`src/rtl/hazard_ctrl.sv`:
```
// Pipeline hazard controller for a five-stage in-order core.
// Decides PC / pipeline-register write enables and bubble insertion for
// load-use hazards, taken branches, memory freezes and the HLT drain
// sequence, and keeps a saturating count of stall cycles.
module hazard_ctrl #(
   parameter int DRAIN_CYCLES = 3,
   parameter int CNT_W        = 16
) (
   input  logic             clk,
   input  logic             rst,
   input  logic             id_valid,
   input  logic [3:0]       id_src1,
   input  logic [3:0]       id_src2,
   input  logic             id_uses_src1,
   input  logic             id_uses_src2,
   input  logic             id_halt,
   input  logic             dx_MemRead,
   input  logic             dx_RegWrite,
   input  logic [3:0]       dx_reg_dest,
   input  logic             ex_branch_taken,
   input  logic             mem_busy,
   output logic             pc_wen,
   output logic             fd_wen,
   output logic             dx_wen,
   output logic             xm_wen,
   output logic             fd_flush,
   output logic             dx_flush,
   output logic             halt_done,
   output logic [CNT_W-1:0] stall_cnt
);

   typedef enum logic [1:0] {
      RUN    = 2'd0,
      DRAIN  = 2'd1,
      HALTED = 2'd2
   } state_t;

   // Drain counter starts one below the bubble count because the cycle
   // that sees dcnt==0 is itself the last drain cycle.
   localparam logic [1:0] DRAIN_INIT = 2'(DRAIN_CYCLES - 1);

   state_t     state;
   state_t     state_next;
   logic [1:0] dcnt;
   logic [1:0] dcnt_next;

   logic src1_match;
   logic src2_match;
   logic hz;
   logic halt_req;
   logic stall_inc;

   // Load-use hazard: the instruction in execute is a load to a real
   // register that the decode instruction is about to read.
   always_comb begin
      src1_match = id_uses_src1 && (id_src1 == dx_reg_dest);
      src2_match = id_uses_src2 && (id_src2 == dx_reg_dest);
      hz         = id_valid && dx_MemRead && dx_RegWrite &&
                   (dx_reg_dest != 4'd0) && (src1_match || src2_match);
      halt_req   = id_valid && id_halt;
   end

   // State and drain counter register.
   always_ff @(posedge clk or negedge rst) begin
      if (!rst) begin
         state <= RUN;
         dcnt  <= 2'd0;
      end else begin
         state <= state_next;
         dcnt  <= dcnt_next;
      end
   end

   // Next-state and output decode; priority is memory freeze, then taken
   // branch, then halt/hazard, then normal flow. Reset forces every
   // output low without waiting for a clock edge.
   always_comb begin
      state_next = state;
      dcnt_next  = dcnt;
      pc_wen     = 1'b0;
      fd_wen     = 1'b0;
      dx_wen     = 1'b0;
      xm_wen     = 1'b0;
      fd_flush   = 1'b0;
      dx_flush   = 1'b0;
      halt_done  = 1'b0;

      if (!rst) begin
         state_next = RUN;
         dcnt_next  = 2'd0;
      end else begin
         case (state)
            RUN: begin
               if (mem_busy) begin
                  state_next = RUN;
               end else if (ex_branch_taken) begin
                  pc_wen   = 1'b1;
                  fd_wen   = 1'b1;
                  dx_wen   = 1'b1;
                  xm_wen   = 1'b1;
                  fd_flush = 1'b1;
                  dx_flush = 1'b1;
               end else if (hz) begin
                  dx_wen   = 1'b1;
                  dx_flush = 1'b1;
                  xm_wen   = 1'b1;
               end else if (halt_req) begin
                  dx_wen     = 1'b1;
                  xm_wen     = 1'b1;
                  state_next = DRAIN;
                  dcnt_next  = DRAIN_INIT;
               end else begin
                  pc_wen = 1'b1;
                  fd_wen = 1'b1;
                  dx_wen = 1'b1;
                  xm_wen = 1'b1;
               end
            end

            DRAIN: begin
               if (mem_busy) begin
                  state_next = DRAIN;
               end else if (ex_branch_taken) begin
                  pc_wen     = 1'b1;
                  fd_wen     = 1'b1;
                  dx_wen     = 1'b1;
                  xm_wen     = 1'b1;
                  fd_flush   = 1'b1;
                  dx_flush   = 1'b1;
                  state_next = RUN;
                  dcnt_next  = 2'd0;
               end else begin
                  fd_flush = 1'b1;
                  dx_wen   = 1'b1;
                  dx_flush = 1'b1;
                  xm_wen   = 1'b1;
                  if (dcnt == 2'd0) begin
                     state_next = HALTED;
                  end else begin
                     dcnt_next = dcnt - 2'd1;
                  end
               end
            end

            HALTED: begin
               halt_done = 1'b1;
            end

            default: begin
               state_next = RUN;
               dcnt_next  = 2'd0;
            end
         endcase
      end
   end

   // A cycle counts as a stall when the pipe is frozen by memory or a
   // load-use bubble is actually inserted (a taken branch overrides it).
   always_comb begin
      stall_inc = (state != HALTED) &&
                  (mem_busy || (hz && !ex_branch_taken));
   end

   // Saturating stall performance counter.
   always_ff @(posedge clk or negedge rst) begin
      if (!rst) begin
         stall_cnt <= '0;
      end else if (stall_inc && (stall_cnt != {CNT_W{1'b1}})) begin
         stall_cnt <= stall_cnt + 1'b1;
      end
   end

endmodule

```
`config.mk`:
```
export PLATFORM = sky130hd
export DESIGN_NAME = hazard_ctrl
export DESIGN_NICKNAME = d
export VERILOG_FILES = /design/src/rtl/hazard_ctrl.sv
export SDC_FILE = /design/constraint.sdc
export NUM_CORES = 1
export LEC_CHECK = 0
export ABC_CLOCK_PERIOD_IN_PS = 2600
export CORE_ASPECT_RATIO = 0.7
export CORE_MARGIN = 2
export CORE_UTILIZATION = 40
export CTS_BUF_LIST = sky130_fd_sc_hd__clkbuf_4
export DETAILED_ROUTE_END_ITERATION = 8
export PLACE_DENSITY = 0.8
export RECOVER_POWER = 50
export SETUP_SLACK_MARGIN = 0.1
export SLEW_MARGIN = 20
export SYNTH_ARGS = -nofsm -noshare
export SYNTH_HDL_FRONTEND = slang
export SYNTH_SLANG_ARGS = --single-unit
export TNS_END_PERCENT = 50
```
`constraint.sdc`:
```
create_clock -name clk -period 2.6 [get_ports clk]
set_clock_uncertainty 0.05 [all_clocks]
set_input_delay 0.52 -clock clk [delete_from_list [all_inputs] [get_ports clk]]
set_output_delay 0.52 -clock clk [all_outputs]
set_load 0.02 [all_outputs]
```
==> metrics.md, run 1 <==
| Metric | Value |
|---|---|
| Run status | `finished clean` |
| Final min period | `2.57 ns` |
| FF-to-FF setup slack | `between 0.5 and 0.6 ns` |
| Crit path max fanout | `3` |
| Largest net degree at the start of global routing | `21` |
| Initial antenna violation count | `0` |
| Synth Area in XOR/XNOR | `15.2%` |
| First-pass GRT wire length | `5470 um` |
| FF/Latch Area | `500 sq um` |
| PD cells | `506 nW/um^2` |
| Area fraction in compound gates after synthesis | `10.3%` |
| Clk buf depth | `2` |
| Worst-path clk slew | `between 0.1 and 0.15 ns` |
| Slew Viols, Final | `0` |
| Die area | `3650 sq um` |
| Layout cells sized above 1 | `20.0%` |
| Routability congestion estimate | `0.899` |
| CP Capture Point | `stall_cnt[12]$_DFFE_PN0P_` |
| Sequential-to-total area share from yosys stat | `39.4%` |
| Die Wd | `71.3 um` |
| CP max stage delay | `0.35 ns` |
| Via count | `1284` |
| Synth warn | `0` |
| Seq cells post-synth | `20` |
| TritonCTS clock tree | `done` |
| Setup Crit Path Kind | `input pin to flop` |
| Vias in the first global route | `~1200` |
| Antenna Violating Nets Remaining | `0` |
| Drt pass-1 iters | `4` |
| Ant. Diodes | `0` |
| Core box area | `slightly above 3000 sq um` |
| I/O Pins | `45` |
| Worst reg2reg endpoint | `stall_cnt[1]$_DFFE_PN0P_` |
| Die Y | `51.1 um` |
| DRC Markers | `0` |
| Cell at the slowest stage of the critical path | `mux2_1` |
| Placed insts | `226` |
| Clock root buffer | `clkbuf_4` |
| Post-Synth Simple-Gate Area | `25.9%` |
| Fin util | `a little over three fifths` |
| Overall Global Routing Usage | `19.2%` |
| Final Net Count | `220` |
| Startpoint types | `input pin` |
| DR WL/cell | `15.8 um` |
| Syn nets | `155` |
| TritonCTS Buffers | `3` |
| Fmax | `just under 400 MHz` |
| Most used cell, CP | `buf_4` |
| Worst path required time | `2.75 ns` |
| Unrepaired setup endpoints after global routing | `true` |
| Sink Count | `20` |
| Setup WS post-layout | `0.0332 ns` |
| Final Hold Fails | `0` |
| Worst hold path type | `flop to flop` |
| Syn Std Cell Area | `1270 sq um` |
| Largest family of logic cells by synthesized area | `simple AND/OR/NAND/NOR gates` |
| Area Growth Syn to Fin | `52.4%` |
| Slew headroom | `73.5%` |
| H-tree levels | `1` |
| Std-Cell Rows | `17` |
| Worst slew pin tran | `0.394 ns` |
| Max_cap viols | `0` |
| Area of the multi-input gates | `746 sq um` |
| Worst slack at placement | `-0.509 ns` |
| Setup violators final | `0` |
| Synth Area in Adders | `under 10%` |
| Pleak | `0.970 nW` |
| Multiplexer area fraction after synthesis | `3.35%` |
| Fillers | `approximately 230` |
| Worst r2r path cells | `6` |
| Netlist cell types | `36` |
| Avg Inst Size Synth | `9.69 sq um` |
| Nature of the critical path endpoint | `flop` |
| Critical R2R Launch | `stall_cnt[6]$_DFFE_PN0P_` |
| Initial core utilization | `41.2%` |
| Commonest non-fill, non-tap cells in the layout | `buf_4, dfrtp_1, clkdlybuf4s50_1` |
| Via/cell ratio | `5.51` |
| Final Routed Wirelength | `3690 um` |
| Commonest non-fill, non-tap cell in the layout | `buf_4` |
| Period utilisation layout | `98.7%` |
| Initial DRC Count | `101` |
| Fin cells | `approximately 230` |
| Worst-Skew Late Latency | `0.31 ns` |
| Post-Syn Instances | `131` |
| Peak supply drop | `between 0.0004 and 0.0005 V` |
| CP Launch Point | `dx_reg_dest[2]` |
| Worst Path Arrival | `2.72 ns` |
| Port buffer count | `between 40 and 50` |
| Crit-path cells | `dlygate4sd2_1, xor2_1, nor3_1, nand4_1, buf_4, buf_4, buf_4, a21oi_1, o211ai_1, mux2_1` |
| DPL Wire Length | `2640 um` |
| Total gr overflow | `0` |
| Design Power | `a little under 1 mW` |
power by group:
| part | internal [mW] | switching [mW] | leakage (nW) |
|---|---|---|---|
| Clock | 0.0561 | 0.0994 | 0.0154 |
| Sequential | 0.364 | 0.0714 | 0.264 |
| Combinational | 0.187 | 0.201 | 0.690 |
| Total | 0.607 | 0.372 | 0.970 |
sequential cells by signal (all words and copies together), names as in the netlist:
signal     count
state          2
dcnt           2
stall_cnt     16
kinds of logic (layout without fill, tap and decap cells):
group,Yosys count,after routing
AO/OA/AOI/OAI,20,20
XOR/XNOR,22,22
adder cells (fa/ha/maj),2,2
buffers and inverters,9,73
flip-flops,20,20
multiplexers,4,4
AND/OR/NAND/NOR,54,54
worst min-delay path by stage:
stage / startpoint / to / slack (ns) / depth (start not counted)
final: stall_cnt[7]$_DFFE_PN0P_ / stall_cnt[7]$_DFFE_PN0P_ / 0.44 / 1
after floorplan: rst / dcnt[0]$_DFFE_PN0P_ / 0.17 / 0
after global placement: stall_cnt[7]$_DFFE_PN0P_ / stall_cnt[7]$_DFFE_PN0P_ / 0.43 / 1
after CTS: rst / state[1]$_DFFE_PN0P_ / 0.45 / 2
after detailed placement: stall_cnt[7]$_DFFE_PN0P_ / stall_cnt[7]$_DFFE_PN0P_ / 0.43 / 1
after global routing: rst / state[1]$_DFFE_PN0P_ / 0.47 / 2
cell usage after synthesis:
master | instances | area [sq um]
nor4b_2 | 1 | 15.0
nand4_1 | 6 | 37.5
dfrtp_1 | 20 | 500
nor2_1 | 3 | 11.3
a311o_1 | 1 | 10.0
nand3_1 | 8 | 40.0
buf_6 | 1 | 11.3
xnor2_1 | 6 | 52.6
a31oi_1 | 2 | 12.5
buf_4 | 2 | 15.0
mux2i_1 | 2 | 20.0
nand2b_1 | 2 | 12.5
nor3b_2 | 2 | 25.0
a41o_1 | 1 | 10.0
o21a_1 | 1 | 7.51
nor4_1 | 1 | 6.26
xor2_1 | 16 | 140
nor3b_1 | 2 | 15.0
o21ai_1 | 1 | 5.00
nor4_2 | 2 | 25.0
o2111ai_1 | 1 | 8.76
ha_1 | 2 | 25.0
nor2b_1 | 2 | 12.5
and3_4 | 1 | 11.3
and2_1 | 2 | 12.5
inv_1 | 3 | 11.3
mux2_1 | 2 | 22.5
and3_1 | 4 | 25.0
inv_2 | 1 | 3.75
a21o_1 | 1 | 7.51
o211ai_1 | 4 | 30.0
a21oi_1 | 6 | 30.0
nand2_1 | 8 | 30.0
clkbuf_1 | 2 | 7.51
o21ai_0 | 2 | 10.0
nor3_1 | 10 | 50.1
layout make-up:
type	instances	share of cell area (%)
clock buffers	3	1.16
flip-flops and latches	20	25.9
clock inverters	1	0.194
well taps	38	2.46
inverters	4	0.776
multi-input cells	102	38.5
repair buffers	65	31.0
per-stage QoR:
stage               TNS (ns)  instance area [sq um]  hold WS, ns
floorplan                  0                   1270        0.174
global placement       -1.21                   1860        0.428
CTS                        0                   1890        0.451
finish                     0                   1940        0.442
detailed placement     -2.49                   1860        0.431
global route          -0.428                   1940        0.465
routing by layer:
metal / track usage (%) / part of all wire (%) / routed length, um / up-vias
met3: 5.33 / 6.3 / 231 / 9
met2: 31.3 / 49 / 1810 / 61
met5: 0 / 0 / 0 / -
li1: - / - / - / 607
met1: 26.1 / 44 / 1610 / 607
met4: 2.83 / 1.1 / 41 / 0
repair_timing:
action | 4_1_cts | 5_1_grt
pin swaps | 6 | 6
hold buffers | 0 | 0
setup endpoints to repair | 6 | 17
buffers inserted | 2 | 1
resized for setup | 21 | 14
endpoints found under the hold margin | 0 | 0
critical path: cells and delay by family:
kind / cells / cell delay (ns)
AOI/OAI and AO/OA: 2 / 0.47
buffers and inverters: 4 / 0.75
muxes: 1 / 0.35
and+or+nand+nor: 2 / 0.44
xor gates and xnor gates: 1 / 0.19
(Power assumes the default switching activity.)
==> run 2, diff against run 1 <==
--- a/config.mk
+++ b/config.mk
@@ -5,7 +5,6 @@
 export SDC_FILE = /design/constraint.sdc
 export NUM_CORES = 1
 export LEC_CHECK = 0
-export ABC_CLOCK_PERIOD_IN_PS = 2600
 export CORE_ASPECT_RATIO = 0.7
 export CORE_MARGIN = 2
 export CORE_UTILIZATION = 40
==> constraint.sdc (replaced) <==
create_clock -name clk -period 3 [get_ports clk]
set_clock_uncertainty 0.05 [all_clocks]
set_input_delay 0.6 -clock clk [delete_from_list [all_inputs] [get_ports clk]]
set_output_delay 0.6 -clock clk [all_outputs]
set_load 0.02 [all_outputs]
==> run 2 against run 1 <==
Against the previous run: global-route usage is 1.2 points higher; clock power rose by 44%; cell count shrank 4.7%; combinational power fell by 16%; utilization down 3.0 points; critical path depth decreased by 5; sequential share of layout area is 1.3 points higher; flip-flop and latch count is the same; register-to-register slack improved by 0.28 ns; sequential power shrank 12%; hold slack gained 0.010 ns.
==> metrics.md, run 2 (synthesis results as in run 1) <==
| Metric | Value |
|---|---|
| Run status | `finished clean` |
| Period utilisation layout | `96.4%` |
| Via count | `1185 (-7.7%)` |
| First-pass GRT wire length | `5770 um (+5.4%)` |
| Setup Crit Path Kind | `input pin to output port` |
| Area of the multi-input gates | `737 sq um (-1.2%)` |
| Antenna Violating Nets Remaining | `0 (unchanged)` |
| Setup bufs post-CTS | `0 (-2)` |
| Sw Ratio | `34.9% (-3.1 points)` |
| Psw | `325 uW (-13%)` |
| Final Hold Fails | `0 (unchanged)` |
| Reg with most FFs | `stall_cnt` |
| CTS resizes | `3 (-86%)` |
| CP Launch Point | `rst` |
| Internal Power | `607 uW (about the same)` |
| Top Usage Layer GRT | `met2` |
| Largest net degree at the start of global routing | `21 (unchanged)` |
| Commonest non-fill, non-tap cell in the layout | `clkdlybuf4s50_1` |
| H-tree levels | `1 (unchanged)` |
| Layout cells sized above 1 | `13.0% (-7.0 points)` |
| Clock root buffer | `clkbuf_4` |
| Startpoint types | `input pin` |
| Clock power share | `24.1% (+8.2 points)` |
| TritonCTS clock tree | `done` |
| Worst slew pin tran | `1.07 ns (+0.676 ns)` |
| Max_cap viols | `0 (unchanged)` |
| Placed insts | `218 (-3.5%)` |
| Port buffer count | `44 (unchanged)` |
| Worst slack at placement | `-0.271 ns (+0.238 ns)` |
| Slew headroom | `28.6% (-45 points)` |
| Fillers | `261 (+13%)` |
| Number of hold buffers added after cts | `0 (unchanged)` |
| Die Y | `51.1 um (unchanged)` |
| Crit-path cells | `clkdlybuf4s50_1, nand2b_1, nor2_1, clkbuf_1, clkdlybuf4s50_1` |
| Fin cells | `222 (-4.7%)` |
| Ant. Diodes | `0 (unchanged)` |
| Clk buf depth | `2 (unchanged)` |
| Crit-path leading delay family | `buffers and inverters` |
| Final instance area | `1840 sq um (-4.8%)` |
| Final min period | `2.89 ns` |
| Worst Path Arrival | `2.24 ns (-0.48 ns)` |
| I/O Pins | `45 (unchanged)` |
| Worst-Skew Late Latency | `0.32 ns (about the same)` |
| Cell at the slowest stage of the critical path | `clkdlybuf4s50_1` |
| Routability congestion estimate | `0.881 (-2.0%)` |
| DPL Wire Length | `2660 um (+1.0%)` |
| Seq pwr share | `41.1% (-3.4 points)` |
| Worst hold path type | `flop to flop` |
| Overall Global Routing Usage | `20.4% (+1.2 points)` |
| Core box area | `3080 sq um (unchanged)` |
| Pleak | `0.826 nW (-15%)` |
| CP Capture Point | `dx_wen` |
| Std-Cell Rows | `17 (unchanged)` |
| Vias in the first global route | `1181 (-1.4%)` |
| Peak supply drop | `0.000435 V (-11%)` |
| Buf+Inv Stages, Crit Path | `3 (-1)` |
| Initial core utilization | `41.2% (unchanged)` |
| Comb power frac | `34.8% (-4.9 points)` |
| FF-to-FF setup slack | `0.85 ns (+0.28 ns)` |
| CP max stage delay | `0.63 ns (+0.28 ns)` |
| Drt pass-1 iters | `4 (unchanged)` |
| GRT met2 Usage | `34.6% (+3.2 points)` |
| PD cells | `506 nW/um^2 (about the same)` |
| Commonest non-fill, non-tap cells in the layout | `clkdlybuf4s50_1, dfrtp_1, xor2_1` |
| Sink Count | `20 (unchanged)` |
| Slew Viols, Final | `0 (unchanged)` |
| Area post-placement | `1800 sq um (-3.2%)` |
| Worst r2r path cells | `6 (unchanged)` |
| Fin util | `59.7% (-3.0 points)` |
| Nature of the critical path endpoint | `output port` |
| Final Routed Wirelength | `3460 um (-6.4%)` |
| Total gr overflow | `0 (unchanged)` |
| TritonCTS Buffers | `3 (unchanged)` |
| Final Net Count | `209 (-5.0%)` |
| Die area | `3650 sq um (unchanged)` |
| DR WL/cell | `15.6 um (-1.7%)` |
| Via/cell ratio | `5.34 (-3.1%)` |
| GR Util met1 | `27.0% (+0.89 points)` |
| Die Wd | `71.3 um (unchanged)` |
| Worst-path clk slew | `0.11 ns (about the same)` |
| Most used cell, CP | `clkdlybuf4s50_1` |
| Setup WS post-layout | `0.108 ns (+0.0749 ns)` |
| Critical R2R Launch | `stall_cnt[6]$_DFFE_PN0P_` |
| Unrepaired setup endpoints after global routing | `true` |
| DRC Markers | `0 (unchanged)` |
| Crit path max fanout | `4 (+1)` |
| Setup violators final | `0 (unchanged)` |
| FF/Latch Area | `500 sq um (unchanged)` |
| Worst path required time | `2.35 ns (-0.40 ns)` |
| Initial antenna violation count | `0 (unchanged)` |
| Levels on crit path | `5 (-5)` |
| Met3 usage | `4.73% (-0.59 points)` |
| Largest regs | `stall_cnt x16, dcnt x2, state x2` |
| Area Growth Syn to Fin | `45.0%` |
| Max reg flops | `16 (unchanged)` |
| Design Power | `933 uW (-4.8%)` |
| Fmax | `roughly 350 MHz` |
| Initial DRC Count | `79 (-22%)` |
| Worst reg2reg endpoint | `stall_cnt[1]$_DFFE_PN0P_` |
## run 2: layer usage
layer | share of wire (%) | routed length, um
met1 | 44 | 1510
met2 | 50 | 1720
met3 | 5.6 | 193
met4 | 0.93 | 32
met5 | 0 | 0
## run 2: area by class of cell
type,instances,area share [%]
clock buffers,3,1.22
flip-flops and latches,20,27.2
clock inverters,1,1.63
inverters,4,0.815
repair buffers,54,26.6
well taps,38,2.58
multi-input cells,102,40.0
## run 2: power by group through the flow
stage               registers (mW)  logic, mW  clock network [mW]
finish                       0.383      0.325               0.225
global route                 0.394      0.355               0.239
CTS                          0.384      0.337               0.225
detailed placement           0.386      0.333                   0
global placement             0.380      0.327                   0
floorplan                    0.425      0.121                   0
## run 2: worst min-delay path by stage
stage / from / to / slack (ns) / cells after the start
floorplan: rst / dcnt[0]$_DFFE_PN0P_ / 0.25 / 0
CTS: stall_cnt[7]$_DFFE_PN0P_ / stall_cnt[7]$_DFFE_PN0P_ / 0.46 / 1
global placement: stall_cnt[7]$_DFFE_PN0P_ / stall_cnt[7]$_DFFE_PN0P_ / 0.43 / 1
detailed placement: stall_cnt[7]$_DFFE_PN0P_ / stall_cnt[7]$_DFFE_PN0P_ / 0.44 / 1
finish: stall_cnt[7]$_DFFE_PN0P_ / stall_cnt[7]$_DFFE_PN0P_ / 0.45 / 1
global route: stall_cnt[7]$_DFFE_PN0P_ / stall_cnt[7]$_DFFE_PN0P_ / 0.47 / 1
## run 2: metrics by stage
stage               hold slack (ns)  TNS [ns]
floorplan                     0.254         0
global placement              0.426    -0.391
detailed placement            0.440    -0.694
CTS                           0.458         0
global route                  0.473         0
finish                        0.452         0
==> run 3, diff against run 2 <==
--- a/config.mk
+++ b/config.mk
@@ -5,13 +5,14 @@
 export SDC_FILE = /design/constraint.sdc
 export NUM_CORES = 1
 export LEC_CHECK = 0
+export CAP_MARGIN = 40
 export CORE_ASPECT_RATIO = 0.7
 export CORE_MARGIN = 2
 export CORE_UTILIZATION = 40
 export CTS_BUF_LIST = sky130_fd_sc_hd__clkbuf_4
 export DETAILED_ROUTE_END_ITERATION = 8
 export PLACE_DENSITY = 0.8
-export RECOVER_POWER = 50
+export RECOVER_POWER = 25
 export SETUP_SLACK_MARGIN = 0.1
 export SLEW_MARGIN = 20
 export SYNTH_ARGS = -nofsm -noshare
==> run 3 against run 2 <==
Against the previous run: design area increased by 0.20%; fmax grew 1.5%; via count grew 0.59%; global-route usage unchanged; critical path depth unchanged; non-clock buffer count unchanged; routed wire length is 0.46% higher; flip-flop and latch count stayed put; power grew 1.1%; sequential power hardly changed; setup slack improved by 0.042 ns; largest cell class unchanged; largest power group unchanged; highest routed layer unchanged.
==> metrics.md, run 3 (synthesis results as in run 1) <==
| Metric | Value |
|---|---|
| Vias in the first global route | `1181 (unchanged)` |
| Initial DRC Count | `79 (unchanged)` |
| PD cells | `511 nW/um^2 (+0.91%)` |
| Peak supply drop | `0.000446 V (+2.6%)` |
| Worst Path Arrival | `2.20 ns (-0.04 ns)` |
| Fmax | `351 MHz (+1.5%)` |
| Final Net Count | `209 (unchanged)` |
| Routability congestion estimate | `0.881 (unchanged)` |
| Worst slew pin tran | `1.08 ns (+0.00507 ns)` |
| Number of hold buffers added after cts | `0 (unchanged)` |
| Crit path max fanout | `3 (-1)` |
| Setup violators final | `0 (unchanged)` |
| Clk buf depth | `2 (unchanged)` |
| Worst slack at placement | `-0.271 ns (unchanged)` |
| Die Wd | `71.3 um (unchanged)` |
| Fin cells | `222 (unchanged)` |
| Worst r2r path cells | `6 (unchanged)` |
| Worst-Skew Late Latency | `0.32 ns (about the same)` |
| Die area | `3650 sq um (unchanged)` |
| Initial core utilization | `41.2% (unchanged)` |
| Worst-path clk slew | `0.11 ns (about the same)` |
| Antenna Violating Nets Remaining | `0 (unchanged)` |
| Max reg flops | `16 (unchanged)` |
| Layout cells sized above 1 | `13.6% (+0.54 points)` |
| H-tree levels | `1 (unchanged)` |
| Min-Delay Endpoint | `stall_cnt[7]$_DFFE_PN0P_` |
| Setup WS post-layout | `0.150 ns (+0.0420 ns)` |
| Nature of the critical path endpoint | `output port` |
| Placed insts | `218 (unchanged)` |
| Crit-path cells | `clkdlybuf4s50_1, nand2b_1, nor2_1, o21a_1, clkdlybuf4s50_1` |
| Drt pass-1 iters | `4 (unchanged)` |
| Largest regs | `stall_cnt x16, dcnt x2, state x2` |
| Total gr overflow | `0 (unchanged)` |
| Sink Count | `20 (unchanged)` |
| Run status | `finished clean` |
| TritonCTS clock tree | `done` |
| Via/cell ratio | `5.37 (+0.59%)` |
| Core box area | `3080 sq um (unchanged)` |
| Max_cap viols | `0 (unchanged)` |
| Final Routed Wirelength | `3470 um (+0.46%)` |
| FF-to-FF setup slack | `0.84 ns (about the same)` |
| Worst path required time | `2.35 ns (about the same)` |
| Setup Crit Path Kind | `input pin to output port` |
| Critical R2R Launch | `stall_cnt[6]$_DFFE_PN0P_` |
| Die Y | `51.1 um (unchanged)` |
| Area Growth Syn to Fin | `45.3%` |
| Startpoint types | `input pin` |
| Hold path cells | `1 (unchanged)` |
| DR WL/cell | `15.6 um (+0.46%)` |
| Slew headroom | `28.3% (-0.34 points)` |
| Pleak | `0.803 nW (-2.8%)` |
| Slew Viols, Final | `0 (unchanged)` |
| Unrepaired setup endpoints after global routing | `true` |
| I/O Pins | `45 (unchanged)` |
| Most used cell, CP | `clkdlybuf4s50_1` |
| DPL Wire Length | `2660 um (unchanged)` |
| Fillers | `261 (unchanged)` |
| Via count | `1192 (+0.59%)` |
| Hold_sp | `stall_cnt[7]$_DFFE_PN0P_` |
| Crit-path leading delay family | `buffers and inverters` |
| Std-Cell Rows | `17 (unchanged)` |
| Worst reg2reg endpoint | `stall_cnt[1]$_DFFE_PN0P_` |
| Ant. Diodes | `0 (unchanged)` |
| DRC Markers | `0 (unchanged)` |
| Reg with most FFs | `stall_cnt` |
| First-pass GRT wire length | `5770 um (unchanged)` |
| TritonCTS Buffers | `3 (unchanged)` |
| Commonest non-fill, non-tap cells in the layout | `clkdlybuf4s50_1, dfrtp_1, xor2_1` |
| Final Hold Fails | `0 (unchanged)` |
| Cell at the slowest stage of the critical path | `clkdlybuf4s50_1` |
| Overall Global Routing Usage | `20.4% (unchanged)` |
| Largest net degree at the start of global routing | `21 (unchanged)` |
| Final min period | `2.85 ns (-0.0420 ns)` |
| Port buffer count | `44 (unchanged)` |
| FF/Latch Area | `500 sq um (unchanged)` |
| Commonest non-fill, non-tap cell in the layout | `clkdlybuf4s50_1` |
| Period utilisation layout | `95.0% (-1.4 points)` |
| CP max stage delay | `0.60 ns (-0.03 ns)` |
| Area of the multi-input gates | `737 sq um (unchanged)` |
| Initial antenna violation count | `0 (unchanged)` |
| Buf+Inv Stages, Crit Path | `2 (-1)` |
| Worst hold path type | `flop to flop` |
| Clock root buffer | `clkbuf_4` |
==> run 3: report_power, final <==
part / internal, mW / total, mW / leakage (nW) / switching [mW]
Sequential: 0.315 / 0.384 / 0.264 / 0.0684
Combinational: 0.166 / 0.333 / 0.510 / 0.168
Clock: 0.135 / 0.226 / 0.0279 / 0.0907
Total: 0.616 / 0.943 / 0.803 / 0.327
==> run 3: per-layer routing <==
| layer | vias to the layer above | routed length, um | GRT usage (%) |
|---|---|---|---|
| met5 | - | 0 | 0 |
| met4 | 0 | 42 | 3.77 |
| met3 | 6 | 194 | 4.73 |
| met2 | 37 | 1720 | 34.6 |
| met1 | 569 | 1510 | 27.0 |
| li1 | 580 | - | - |
==> run 3: repair_timing <==
| action | CTS | global route |
|---|---|---|
| gates resized for setup | 3 | 11 |
| setup endpoints to repair | 3 | 4 |
| buffers inserted | 0 | 0 |
==> run 3: final cells by class <==
type / count / share of cell area (%)
Clock inverter: 1 / 1.63
Inverter: 4 / 0.814
Sequential cell: 20 / 27.1
Clock buffer: 3 / 1.22
Tap cell: 38 / 2.58
Multi-Input combinational cell: 102 / 39.9
Timing Repair Buffer: 54 / 26.7
==> run 3: metrics by stage <==
step                      hold WS [ns]  utilization [%]  cell area [sq um]  setup TNS [ns]  power, mW
after floorplan                  0.254                -               1270               0      0.546
after global placement           0.426             58.3               1800          -0.391      0.707
after detailed placement         0.440             58.3               1800          -0.694      0.719
after CTS                        0.458             59.9               1850               0      0.946
after global routing             0.477             59.8               1850               0      0.997
final                            0.456             59.8               1850               0      0.943
==> run 3: how the worst max path moves through the flow <==
stage / to / startpoint / cells after the start
after CTS: fd_wen / dx_reg_dest[0] / 7
after global routing: fd_flush / rst / 5
after global placement: fd_wen / dx_reg_dest[0] / 7
after floorplan: pc_wen / dx_reg_dest[1] / 6
final: fd_flush / rst / 5
after detailed placement: fd_wen / dx_reg_dest[0] / 7
==> run 3: worst reg2reg max path, stage by stage, from the launching register on <==
cell	delay [ns]
dfrtp_1	0.42
and2_1	0.21
nand3_1	0.11
nor3_1	0.42
nor3b_2	0.39
nor3b_2	0.11
mux2_1	0.32
